### src/rtl/regfile_sb.sv
// regfile_sb: register file with two bypassed read ports and a per-register busy scoreboard
module regfile_sb #(
  parameter int XLEN  = 32,
  parameter int NREGS = 32,
  parameter int AW    = 5
) (
  input  logic            clk,
  input  logic            reset_n,
  input  logic [AW-1:0]   rs1_addr,
  input  logic [AW-1:0]   rs2_addr,
  output logic [XLEN-1:0] rs1_data,
  output logic [XLEN-1:0] rs2_data,
  output logic            rs1_busy,
  output logic            rs2_busy,
  input  logic            rsv_en,
  input  logic [AW-1:0]   rsv_addr,
  input  logic            wr_en,
  input  logic [AW-1:0]   wr_addr,
  input  logic [XLEN-1:0] wr_data,
  input  logic            flush,
  output logic [AW:0]     busy_cnt
);
  logic [XLEN-1:0] regs [NREGS];
  logic [NREGS-1:0] busy, busy_nxt;
  logic [AW:0] cnt_nxt;
  logic wr_v, rsv_v, inc, dec, byp1, byp2;
  assign wr_v  = wr_en && wr_addr != '0;
  assign rsv_v = rsv_en && rsv_addr != '0 && !flush;
  assign byp1 = wr_v && wr_addr == rs1_addr;
  assign byp2 = wr_v && wr_addr == rs2_addr;
  assign rs1_data = byp1 ? wr_data : regs[rs1_addr];
  assign rs2_data = byp2 ? wr_data : regs[rs2_addr];
  assign rs1_busy = !byp1 && busy[rs1_addr];
  assign rs2_busy = !byp2 && busy[rs2_addr];
  // at most one bit can rise (reserve) and one fall (write), so the count moves by -1..+1
  assign inc = rsv_v && !busy[rsv_addr];
  assign dec = wr_v && busy[wr_addr] && !(rsv_v && rsv_addr == wr_addr);
  assign cnt_nxt = flush ? '0 : busy_cnt + {{AW{1'b0}}, inc} - {{AW{1'b0}}, dec};
  always_comb begin
    busy_nxt = busy;
    if (wr_v) busy_nxt[wr_addr] = 1'b0;
    if (rsv_v) busy_nxt[rsv_addr] = 1'b1;
    if (flush) busy_nxt = '0;
  end
  always_ff @(posedge clk or negedge reset_n) begin
    if (!reset_n) begin
      for (int i = 0; i < NREGS; i++) regs[i] <= '0;
      busy <= '0;
      busy_cnt <= '0;
    end else begin
      if (wr_v) regs[wr_addr] <= wr_data;
      busy <= busy_nxt;
      busy_cnt <= cnt_nxt;
    end
  end
endmodule

### config.mk
export PLATFORM = sky130hd
export DESIGN_NAME = regfile_sb
export DESIGN_NICKNAME = d
export VERILOG_FILES = /design/src/rtl/regfile_sb.sv
export SDC_FILE = /design/constraint.sdc
export NUM_CORES = 2
export LEC_CHECK = 0
export BUFFER_PORTS_ARGS = -buffer_cell sky130_fd_sc_hd__clkbuf_2
export CELL_PAD_IN_SITES_DETAIL_PLACEMENT = 1
export CELL_PAD_IN_SITES_GLOBAL_PLACEMENT = 1
export CORE_UTILIZATION = 55
export CTS_BUF_LIST = sky130_fd_sc_hd__clkbuf_2 sky130_fd_sc_hd__clkbuf_4 sky130_fd_sc_hd__clkbuf_8
export CTS_CLUSTER_SIZE = 16
export DETAILED_ROUTE_END_ITERATION = 16
export GPL_TIMING_DRIVEN = 0
export PLACE_DENSITY_LB_ADDON = 0.1
export SLEW_MARGIN = 5
export SYNTH_ARGS = -nofsm -noshare
export SYNTH_HDL_FRONTEND = slang
export SYNTH_SLANG_ARGS = --single-unit
### constraint.sdc
create_clock -name clk -period 6.9 [get_ports clk]
set_clock_uncertainty 0.15 [all_clocks]
set_input_delay 0.69 -clock clk [delete_from_list [all_inputs] [get_ports clk]]
set_output_delay 0.69 -clock clk [all_outputs]
set_load 0.02 [all_outputs]
==> flow_summary.yaml <==
critical_path:
  required_ns: 6.06
  cp-end-kind: "output pin"
  crit_path_cell_trace: "clkbuf_2 > buf_2 > nor4_2 > buf_2 > buf_1 > a22oi_1 > o211ai_1 > nor3_1 > a22o_1 > clkbuf_2"
  crit_path_start_kind: "input pin"
  slowest_delay_ns: 1.13
  cp_data_arrival_time_ns: 4.98
  path_max_fanout: 10
  crit_type: "input pin to output pin"
  cp_slowest_cell: "buf_1"
die:
  rows: 118
  coreArea_sq_um: 104000
  die_x_um: 326
  dieArea_sq_um: 106000
  start_util_pct: 55.7
  die_height_um: 326
  io_pins: 129
clock_tree:
  post_cts_buffers: 0
  clockBufferDepth: 3
  tritoncts: "done"
  cts_root_buf: "clkbuf_8"
  path_clk_slew_ns: 0.06
  holdBufCountCts: 31
  clk_latency_ns: 0.96
  cts_max_level: 4
  numCtsBuffers: 184
  clock-sinks: 1062
  ctsResizeCount: 0
timing:
  timing.fmax_mhz: 172
  fin_crit_ns: 5.82
  rsz0062_at_grt: "false"
  final.setup.tns_ns: 0
  slew_headroom_pct: -10.6
  drv_slew: 132
  hold_violations: 0
  min_period_over_period_pct: 84.4
  hold_ws_ns: 0.0168
  setup_viol_count_final: 0
  worst_pin_slew_ns: 1.66
yosys:
  synth_top_area_share_pct: 46.0
  netlist_top_cells_area: "dfrtp_1 46%, mux2_2 21%, mux4_2 11%"
  syn_inst: 4310
  synth_top_family_by_area: "multiplexers"
  synthSimpleGateAreaFrac_pct: 4.07
  synth_xor_area_share_pct: 0.288
  synth.avg_cell_area_sq_um: 13.4
  synth.most_common_cell: "mux2_2"
  ys_seq_elements: 1062
  synth_compound_area_share_pct: 7.60
  synth_warnings: 0
  ys_top_cells_by_count: "1099 x mux2_2, 1062 x dfrtp_1, 308 x mux2i_1, 290 x mux4_2, 221 x clkbuf_1"
  synth_edf_count: 0
  synthArstFlopShare_pct: 100
  synth_mux_area_share_pct: 38.1
  synth_ff_type: "dfrtp_1"
  ys_types: 65
  synth_area_sq_um: 57800
  yosysSeqAreaShare_pct: 46.0
  syn_nets: 4374
  synth_fa_ha_area_share_pct: 0.165
  synth_top_area_cell: "dfrtp_1"
placed_design:
  dp.cells: 5829
  numPortBuffers: 118
  dp_hpwl_um: 178000
  finalWeightedCongestion: 1.02
global_routing:
  grt_pass1_vias: 48000
  grt-ovfl-total: 0
  antenna_found_initial: 12
  grt_pass1_wl_um: 372000
  grt_max_degree: 104
  grt_use_total_pct: 50.9
final_layout:
  seq_area_sq_um: 26600
  drive_gt1_share_pct: 44.1
  final_util_pct: 62.7
  multi_input_area_sq_um: 29100
  nets: 4733
  instances_no_fill: 6202
  nFillCells: 10000
  area_delta_synth_final_pct: 12.7
route:
  wl_um: 270000
  drt_iter0_markers: 6821
  ant_nets: 0
  viasPerCell: 7.58
  wire_per_inst_um: 43.5
  route.detailed.drc: 0
  firstDrtPassIters: 5
  vias: 47000
power:
  vdd_drop_max_mv: 0.218
  p_leak_nw: 28.8
  p_per_area_nw_per_um2: 289
  power_mw: 18.8
hold_path:
  hp-class: "input pin to flop"
status:
  outcome: "complete, but fails checks"
  violations: "capacitance limit, slew limit"
run:
  drv_cap: 14
-- per-stage QoR --
step | worst slack [ns] | instance area [sq um]
5_1_grt | 1.40 | 65100
2_1_floorplan | 3.28 | 57800
3_3_place_gp | -21.63 | 60100
6_report | 1.08 | 65100
4_1_cts | 1.29 | 65000
3_5_place_dp | 1.34 | 60600
-- layout make-up --
type                            count  area share (%)
Antenna cell                       11          0.0423
Buffer                            468            3.35
Clock buffer                      305            5.88
Clock inverter                     23           0.413
Inverter                           12          0.0692
Multi-Input combinational cell   2768            44.6
Sequential cell                  1062            40.8
Tap cell                         1380            2.65
Timing Repair Buffer              173            2.14
-- routing by layer --
metal / track usage [%] / routed length [um] / part of all wire (%) / vias up
met1: 63.7 / 97000 / 36 / 24600
li1: - / - / - / 17200
met3: 23.5 / 39200 / 15 / 1239
met4: 38.6 / 24800 / 9.2 / 18
met2: 68.2 / 109000 / 40 / 3919
met5: 0.621 / 122 / 0.045 / -
-- placed cells by master (no fill, tap or decap), drive strengths merged, types with 52 or more instances in the layout --
cell type and instances:
mux4 290, mux2i 308, a211oi 109, nor2 52, a21oi 92, buf 270, dfrtp 1062, mux2 1100
nor2b 119, o22ai 169, nand2 103, a22oi 94, clkbuf 645
-- final timing paths --
| check | from | end | slack (ns) | cells after the start |
|---|---|---|---|---|
| worst max-delay path | rs1_addr[3] | rs1_data[30] | 1.08 | 10 |
| worst min-delay path | wr_data[0] | regs[96] | 0.02 | 2 |
| worst max register to register | busy[23] | busy_cnt[4] | 3.43 | 13 |
| worst min register to register | regs[1002] | regs[1002] | 0.34 | 1 |
| max in group asynchronous | reset_n | regs[133] | 4.07 | 6 |
| min in group asynchronous | reset_n | regs[59] | 0.15 | 2 |
-- flip-flops by register name, indices dropped and copies added, names as in the netlist --
name	count
busy	32
busy_cnt	6
regs	1024
-- report_power, final --
part	leakage, nW	internal [mW]	switching (mW)
registers	13.7	7.38	0.934
logic	12.9	2.01	1.93
clock network	2.17	3.66	2.88
-- worst max-delay path: cells and delay by family --
| kind | cells | cell delay [ns] |
|---|---|---|
| simple gates | 2 | 1.13 |
| buf+inv | 5 | 2.28 |
| compound gates | 3 | 0.84 |
-- cell families (layout without fill, tap and decap cells) --
kind of cell,after synthesis,in the layout
AOI/OAI and AO/OA,621,621
xor gates and xnor gates,19,19
adders and majority gates,7,7
buffers and inverters,480,981
DFF,1062,1062
muxes,1698,1698
other,0,11
and+or+nand+nor,423,423
Power figures use the tool's default switching activity.
